$ cat src/rtl/clksel_pkg.sv
// Shared encodings for the CPU clock speed-switch sequencer.
// State codes and HS divider settings used by the mux interface.
package clksel_pkg;

  localparam logic [1:0] CS_LS    = 2'd0;
  localparam logic [1:0] CS_TO_HS = 2'd1;
  localparam logic [1:0] CS_HS    = 2'd2;
  localparam logic [1:0] CS_TO_LS = 2'd3;

  localparam logic [1:0] DIV_1 = 2'b00;
  localparam logic [1:0] DIV_2 = 2'b01;
  localparam logic [1:0] DIV_4 = 2'b10;

endpackage

$ cat src/rtl/clksel_sync.sv
// Multi-flop 1-bit synchroniser for asynchronous mux feedback.
// Clears on async active-high reset.
module clksel_sync #(
  parameter int SYNC_LEN = 2
) (
  input  logic clk_i,
  input  logic rst_i,
  input  logic d_i,
  output logic q_o
);

  logic [SYNC_LEN-1:0] sync_q;

  // shift the async input through the chain
  always_ff @(posedge clk_i or posedge rst_i) begin
    if (rst_i) sync_q <= '0;
    else       sync_q <= {sync_q[SYNC_LEN-2:0], d_i};
  end

  assign q_o = sync_q[SYNC_LEN-1];

endmodule

$ cat src/rtl/clksel_sched.sv
// Speed-switch sequencer driving the HS/LS glitch-free CPU clock mux.
// Handles holdoff, slow requesters, ack timeout and sticky error.
module clksel_sched
  import clksel_pkg::*;
#(
  parameter int NREQ     = 4,
  parameter int SYNC_LEN = 2,
  parameter int HOLDOFF  = 16,
  parameter int TIMEOUT  = 255,
  parameter int TW       = 8
) (
  input  logic            hsclk_in,
  input  logic            rst,
  input  logic            fast_en,
  input  logic [1:0]      div_cfg,
  input  logic [NREQ-1:0] slow_req,
  input  logic            hsclk_selected,
  input  logic            lsclk_selected,
  output logic            hsclk_sel,
  output logic [1:0]      cpuclk_div_sel,
  output logic [NREQ-1:0] slow_gnt,
  output logic            mode_hs,
  output logic            busy,
  output logic            timeout_err
);

  localparam logic [TW-1:0] HOLD_LAST = TW'(HOLDOFF - 1);
  localparam logic [TW-1:0] TMO       = TW'(TIMEOUT);
  localparam logic [TW-1:0] TMAX      = '1;

  logic            hs_ack, ls_ack;
  logic            hs_ok, ls_ok, want_ls;
  logic [1:0]      state_q, state_d;
  logic [TW-1:0]   timer_q, timer_d, timer_inc;
  logic            err_q, err_d;
  logic            hsel_q, mode_q, busy_q;
  logic [1:0]      div_q;
  logic [NREQ-1:0] gnt_q;

  clksel_sync #(.SYNC_LEN(SYNC_LEN)) u_sync_hs (
    .clk_i (hsclk_in),
    .rst_i (rst),
    .d_i   (hsclk_selected),
    .q_o   (hs_ack)
  );

  clksel_sync #(.SYNC_LEN(SYNC_LEN)) u_sync_ls (
    .clk_i (hsclk_in),
    .rst_i (rst),
    .d_i   (lsclk_selected),
    .q_o   (ls_ack)
  );

  // both-high or both-low feedback means the mux is still switching
  assign hs_ok     = hs_ack & ~ls_ack;
  assign ls_ok     = ls_ack & ~hs_ack;
  assign want_ls   = (|slow_req) | ~fast_en | err_q;
  assign timer_inc = (timer_q == TMAX) ? timer_q : timer_q + 1'b1;

  // next-state, shared timer and sticky error
  always_comb begin
    state_d = state_q;
    timer_d = timer_q;
    err_d   = err_q;
    case (state_q)
      CS_LS: begin
        if (want_ls) begin
          timer_d = '0;
        end else if (timer_q == HOLD_LAST) begin
          state_d = CS_TO_HS;
          timer_d = '0;
        end else begin
          timer_d = timer_inc;
        end
      end
      CS_TO_HS: begin
        if (want_ls) begin
          state_d = CS_TO_LS;
          timer_d = '0;
        end else if (hs_ok) begin
          state_d = CS_HS;
          timer_d = '0;
        end else if (timer_q == TMO) begin
          err_d   = 1'b1;
          state_d = CS_TO_LS;
          timer_d = '0;
        end else begin
          timer_d = timer_inc;
        end
      end
      CS_HS: begin
        if (want_ls) begin
          state_d = CS_TO_LS;
          timer_d = '0;
        end
      end
      CS_TO_LS: begin
        if (ls_ok) begin
          state_d = CS_LS;
          timer_d = '0;
        end else if (timer_q == TMO) begin
          err_d   = 1'b1;
          state_d = CS_LS;
          timer_d = '0;
        end else begin
          timer_d = timer_inc;
        end
      end
      default: begin
        state_d = CS_LS;
        timer_d = '0;
      end
    endcase
  end

  // state, timer and error registers
  always_ff @(posedge hsclk_in or posedge rst) begin
    if (rst) begin
      state_q <= CS_LS;
      timer_q <= '0;
      err_q   <= 1'b0;
    end else begin
      state_q <= state_d;
      timer_q <= timer_d;
      err_q   <= err_d;
    end
  end

  // registered mux controls and status decoded from the next state
  always_ff @(posedge hsclk_in or posedge rst) begin
    if (rst) begin
      hsel_q <= 1'b0;
      mode_q <= 1'b0;
      busy_q <= 1'b0;
      gnt_q  <= '0;
      div_q  <= DIV_1;
    end else begin
      hsel_q <= (state_d == CS_TO_HS) || (state_d == CS_HS);
      mode_q <= (state_d == CS_HS);
      busy_q <= (state_d == CS_TO_HS) || (state_d == CS_TO_LS);
      gnt_q  <= ((state_d == CS_LS) && ls_ack) ? slow_req : '0;
      if (state_d == CS_LS) div_q <= div_cfg;
    end
  end

  assign hsclk_sel      = hsel_q;
  assign cpuclk_div_sel = div_q;
  assign slow_gnt       = gnt_q;
  assign mode_hs        = mode_q;
  assign busy           = busy_q;
  assign timeout_err    = err_q;

endmodule

$ cat config.mk
export PLATFORM = sky130hd
export DESIGN_NAME = clksel_sched
export DESIGN_NICKNAME = d
export VERILOG_FILES = /design/src/rtl/clksel_pkg.sv /design/src/rtl/clksel_sync.sv /design/src/rtl/clksel_sched.sv
export SDC_FILE = /design/constraint.sdc
export NUM_CORES = 1
export LEC_CHECK = 0
export CAP_MARGIN = 10
export CORE_ASPECT_RATIO = 0.5
export CORE_MARGIN = 1
export CORE_UTILIZATION = 40
export DETAILED_ROUTE_END_ITERATION = 8
export PLACE_DENSITY_LB_ADDON = 0.05
export SYNTH_ARGS = -nofsm -noshare
export SYNTH_HDL_FRONTEND = slang
export SYNTH_HIERARCHICAL = 1
export SYNTH_SLANG_ARGS = --single-unit
export TNS_END_PERCENT = 1
$ cat constraint.sdc
create_clock -name hsclk_in -period 2.2 [get_ports hsclk_in]
set_input_delay 0.33 -clock hsclk_in [delete_from_list [all_inputs] [get_ports hsclk_in]]
set_output_delay 0.33 -clock hsclk_in [all_outputs]
set_load 0.05 [all_outputs]
# Word level (Yosys, flattened, before mapping)
# Index checks and enable logic that the tools add are counted.
# word_totals
register_bits,24
output_inout_bits,10
word_cells,62
# classes
addsub,1
eq_ne,12
n_mux,24
bitwise,7
n_reduce_logical,8
# op_table
cell,count
2-to-1 mux 8 bit,8
case mux 8 bit (4 select lines),1
2-to-1 mux 2 bit,8
adder 8 x 1 -> 8 bit (second input constant),1
== test 2 bit (second input constant),4
== test 8 x 4 -> 1 bit (second input constant),1
== test 8 bit (second input constant),1
inequality test 2 bit (second input constant),4
case mux 2 bit (4 select lines),1
== test 2 x 1 -> 1 bit (second input constant),2
logical NOT 2 bit,2
2-to-1 mux 1 bit,4
2-to-1 mux 4 bit,1
AND reduction 4 bit,1
OR reduction 4 bit,1
NOT 1 bit,3
AND 1 bit,2
logical OR 1 bit,2
bitwise OR 1 bit,2
case mux 1 bit (2 select lines),1
nonzero test 2 bit,1
logical AND 1 bit,1

# Depth between registers and ports, before layout
# depth
word_depth,8
depth_mapped,9
ltp_nobuf,9

# Hierarchy
# Netlist, hierarchy kept.
# modules_own_cells
module,n_inst,cells_per_inst,area_per_inst_um2,seq_area_each_um2
clksel_sched,1,104,1063.5,475.5
clksel_sync,2,3,53.8,50.0

# Least setup slack after synthesis
# OpenSTA, ideal clock, no wires.
# synth_timing
kind,register to register
start,"register err_q, in the netlist timeout_err"
end,"register div_q[0], in the netlist cpuclk_div_sel[0]"
setup_ns,0.125
t_arrival_ns,2.141
required_time_ns,2.075
setup_slack_ns,-0.066
stages_incl_launch_ff,8
path_buffers,0
period_less_slack_ns,2.266
path_cell_list,dfrtp_1 nor4_4 nand3_1 o21a_1 nor2_1 a31o_1 ha_1 mux2_2
# synth_via
elab_chain_cells,4
elab_cells_between_ends,6
classes_between,mux: 4; bitwise: 1; reduce/logical: 1
# synth_rtl
element,line_no,text
"start, declared",clksel_sched.sv:35,"logic err_q, err_d;"
"start signal, assigned",clksel_sched.sv:125,err_q <= err_d;
bitwise OR 1 bit (*),clksel_sched.sv:57,assign want_ls = (|slow_req) | ~fast_en | err_q;
"2-to-1 mux 2 bit, on equally long branches","clksel_sched.sv:92, clksel_sched.sv:67, clksel_sched.sv:77",
case mux 2 bit (4 select lines) (*),clksel_sched.sv:65,case (state_q)
logical NOT 2 bit (*),clksel_sched.sv:142,if (state_d == CS_LS) div_q <= div_cfg;
"end signal, assigned",clksel_sched.sv:142,
"end, declared",clksel_sched.sv:37,logic [1:0] div_q;
# Mark *: on every way between the ends. The rest lies on a longest branch, timed or not.
# A chain may end at the register's enable or synchronous reset.

# Worst setup path in the final report
# layout_timing
start,input slow_req[0]
end,"register div_q[1], in the netlist cpuclk_div_sel[1]"
# layout_via
elab_chain_cells,6
elab_cells_between_ends,8
classes_between,mux: 4; bitwise: 2; reduce/logical: 2
# layout_rtl
element,line_no,text
"start, declared",clksel_sched.sv:16,"input logic [NREQ-1:0] slow_req,"
OR reduction 4 bit (*),clksel_sched.sv:57,
bitwise OR 1 bit (*) (2 in series),clksel_sched.sv:57,
"2-to-1 mux 2 bit, on equally long branches","clksel_sched.sv:92, clksel_sched.sv:67, clksel_sched.sv:77",
case mux 2 bit (4 select lines) (*),clksel_sched.sv:65,
logical NOT 2 bit (*),clksel_sched.sv:142,
# Marked as above.

==> metrics.md <==
| Metric | Value |
|---|---|
| Die Ht | `40.3 um` |
| Post-Synthesis Cells | `110` |
| Library cells used by synthesis | `39` |
| Relative slew slack | `62.7%` |
| Arrival time worst endpoint | `2210 ps` |
| R2R depth | `7` |
| Hold Vio Cnt, Final | `0` |
| Skew final | `approximately 1.7 ps` |
| Final Max Tran Viols | `0` |
| Synth warn | `6` |
| GPL Wtd Cong | `between 0.8 and 0.9` |
| Site row count | `13` |
| Core Region | `~2700 um^2` |
| Post-synth net total | `125` |
| Diodes inserted | `0` |
| Violation count after the first detailed-route iteration | `45` |
| Setup CP Type | `input pin to flop` |
| Total track usage | `18.7%` |
| Filler Cell Count | `237` |
| Crit path max-delay cell type | `clkdlybuf4s50_1` |
| Worst Setup SP | `slow_req[0]` |
| Total Negative Setup Slacks | `0 ps` |
| Power Dens Cells | `490 nW/um^2` |
| Clock slew at reported path FFs | `90 ps` |
| Io pins | `21` |
| Via-per-instance ratio | `5.24` |
| Final min period | `2050 ps` |
| Worst path cell trace | `clkdlybuf4s50_1 > nor4_4 > buf_4 > buf_4 > a31oi_1 > a21oi_1 > mux2i_1 > ha_2 > mux2_2` |
| Die Area | `about 3200 um^2` |
| Fmax | `487 MHz` |
| Critical path fanouts, max | `6` |
| Vias | `991` |
| RSZ-0062 raised after global routing | `yes` |
| Avg Cell Area, Syn | `10.6 um^2` |
| Drc violations | `0` |
| R2R Setup Slk | `150 ps` |
| Startpoint Class | `input pin` |
| Top cell by count, worst path | `buf_4` |
| Worst slew pin tran | `560 ps` |
| Final std cells w/o fill | `189` |
| Leakage power | `0.713 nW` |
| Die span in x | `78.5 um` |
| Post-synthesis register bit count | `23` |
| Maximum buffer depth of the clock tree | `2` |
| Initial Util | `43.6%` |
| Clock Latency Late Sink | `270 ps` |
| Maximum VDD drop | `0.335 mV` |
| Number of nets in the layout | `168` |
| 1st-pass router iterations | `4` |
| Hold Path Class | `input pin to asynchronous set/reset pin` |
| Layout area overhead | `38.9%` |
| Maximum number of pins on one net before global-route repair | `17` |
| Number of global-route vias before repair | `850` |
| Crit path largest cell delay | `520 ps` |
| Max-cap viol count | `0` |
| CTS tree | `built` |
| Critical Path End | `cpuclk_div_sel[1]` |
| Detail Route Antenna Nets | `0` |
| GRT overflow | `0` |
| Final setup violation count | `0` |
| Maximum level of the CTS H-tree | `1` |
| Post-synthesis sequential area ratio | `roughly half` |
| Total CTS buffers | `3` |
| PortBufs | `20` |
| Setup WS post-layout | `146 ps` |
| Reg-to-Reg End | `cpuclk_div_sel[1]` |
| Initial antenna violation count | `0` |
| Num Clock Sinks | `23` |
| Status | `finished, final reports clean` |
| Multi-input logic area | `576 um^2` |
| Fin crit share | `93.3%` |
| Synth Cell Area | `1170 um^2` |
| Final wirelength | `2.61 mm` |
| Required @ worst endpoint | `2360 ps` |
| Register area | `577 um^2` |
| Hold-fix buffers, CTS | `0` |
| Clock root cell | `clkbuf_8` |
| Placed cell count | `182` |
| Pre-CTS setup slack | `-282 ps` |
| Crit. End Element | `flop` |
| Post-DP HPWL | `1.97 mm` |
| Wire per inst | `13.8 um` |
| Layout cell share with drive strength beyond 1 | `29.6%` |
| First-pass GRT wire length | `between 4 and 5 mm` |
| R2R Path Start | `timeout_err` |
-- timing repair --
action / in CTS / in global routing
setup endpoints to repair: 0 / 2
resized for setup: 0 / 7
setup buffers: 0 / 3
-- through the flow --
stage	util (%)	hold slack [ps]	total power [mW]	area, um^2
finish	60.6	258	0.796	1630
global route	60.6	278	0.823	1630
CTS	59.0	257	0.804	1580
detailed placement	57.2	336	0.530	1540
global placement	57.2	332	0.529	1540
floorplan	-	71.2	0.485	1170
-- routing by layer --
metal  up-vias  track usage [%]  wire length, um
met1       462             25.2             1240
met2        35             29.3             1140
met5         -                0                0
li1        490                -                -
met4         0             5.56               17
met3         4             5.68              223
-- cells in the mapped netlist --
cell | count | area, um^2
a211oi_1 | 2 | 15.0
a211oi_2 | 2 | 25.0
a21boi_0 | 1 | 7.51
a21o_2 | 1 | 8.76
a21oi_1 | 4 | 20.0
a31o_1 | 1 | 8.76
a31oi_1 | 4 | 25.0
and3_1 | 4 | 25.0
and4_1 | 2 | 17.5
buf_2 | 1 | 5.00
clkbuf_1 | 1 | 3.75
dfrtp_1 | 23 | 576
ha_1 | 4 | 50.1
inv_1 | 6 | 22.5
inv_2 | 1 | 3.75
mux2_2 | 3 | 33.8
mux2i_1 | 1 | 10.0
nand2_1 | 6 | 22.5
nand2_2 | 1 | 6.26
nand2b_1 | 4 | 25.0
nand3_1 | 5 | 25.0
nand4_1 | 2 | 12.5
nor2_1 | 9 | 33.8
nor2_2 | 1 | 6.26
nor2b_1 | 1 | 6.26
nor3_1 | 3 | 15.0
nor3_2 | 1 | 10.0
nor3b_1 | 1 | 7.51
nor4_1 | 2 | 12.5
nor4_4 | 2 | 42.5
nor4bb_1 | 1 | 10.0
o211ai_1 | 2 | 15.0
o21a_1 | 1 | 7.51
o21ai_0 | 1 | 5.00
o21ai_1 | 1 | 5.00
o21ai_2 | 1 | 8.76
o22ai_1 | 2 | 12.5
o32ai_2 | 1 | 16.3
xor2_1 | 1 | 8.76
-- critical path: cells and delay by family --
| kind | cells | cell delay [ps] |
|---|---|---|
| adder cells (fa/ha/maj) | 1 | 260 |
| buffers and inverters | 3 | 780 |
| AO/OA/AOI/OAI | 2 | 220 |
| AND/OR/NAND/NOR | 1 | 60 |
| multiplexers | 2 | 560 |
-- cells in the final DEF (no fill, tap or decap), types with 2 or more instances in the layout --
cell,instances
dfrtp_1,22
buf_4,21
clkdlybuf4s50_1,17
nor2_1,7
nand2_1,6
inv_1,6
nand2b_1,4
nand3_1,4
a21oi_1,4
a31oi_1,4
and3_1,4
nor2_2,3
nor3_1,3
mux2_2,3
ha_1,3
clkbuf_8,3
nor4_1,2
and4_1,2
nor4_4,2
nand4_1,2
o211ai_1,2
o22ai_1,2
a211oi_2,2
a211oi_1,2
dlymetal6s2s_1,2
-- cell type report --
type | count | area share [%]
clock buffer | 3 | 2.54
clock inverter | 1 | 0.462
inverter | 7 | 1.62
multi-input combinational | 78 | 35.4
sequential | 23 | 35.5
tap | 37 | 2.85
timing repair buffer | 40 | 21.7
-- registers in the layout (all words and copies together) (netlist names) --
name,flops
hsclk_sel,1
u_sync_ls/sync_q,2
timeout_err,1
slow_gnt,4
cpuclk_div_sel,2
mode_hs,1
timer_q,8
u_sync_hs/sync_q,2
state_q,2
-- report_power, final --
part,switching [mW],total (mW),internal [mW]
Sequential,0.00412,0.436,0.432
Combinational,0.0468,0.0863,0.0394
Clock,0.146,0.274,0.128
-- how the worst min path moves through the flow --
stage,startpoint,endpoint,slack [ps]
finish,rst,u_sync_hs/sync_q[0],260
global route,rst,u_sync_hs/sync_q[0],280
CTS,rst,u_sync_hs/sync_q[0],260
detailed placement,u_sync_hs/sync_q[0],u_sync_hs/sync_q[1],340
global placement,u_sync_hs/sync_q[0],u_sync_hs/sync_q[1],330
floorplan,rst,u_sync_hs/sync_q[0],70
-- cells by family (layout without fill, tap and decap cells) --
logic type / count (synthesis) / after routing / synth area share, %
flops: 23 / 23 / 49.1
mux: 4 / 4 / 3.74
buf+inv: 9 / 51 / 2.99
xor+xnor: 1 / 1 / 0.748
fa+ha+maj: 4 / 4 / 4.27
simple gates: 45 / 45 / 23.7
compound gates: 24 / 24 / 15.4
No activity file was read; power rests on OpenSTA's default activity.
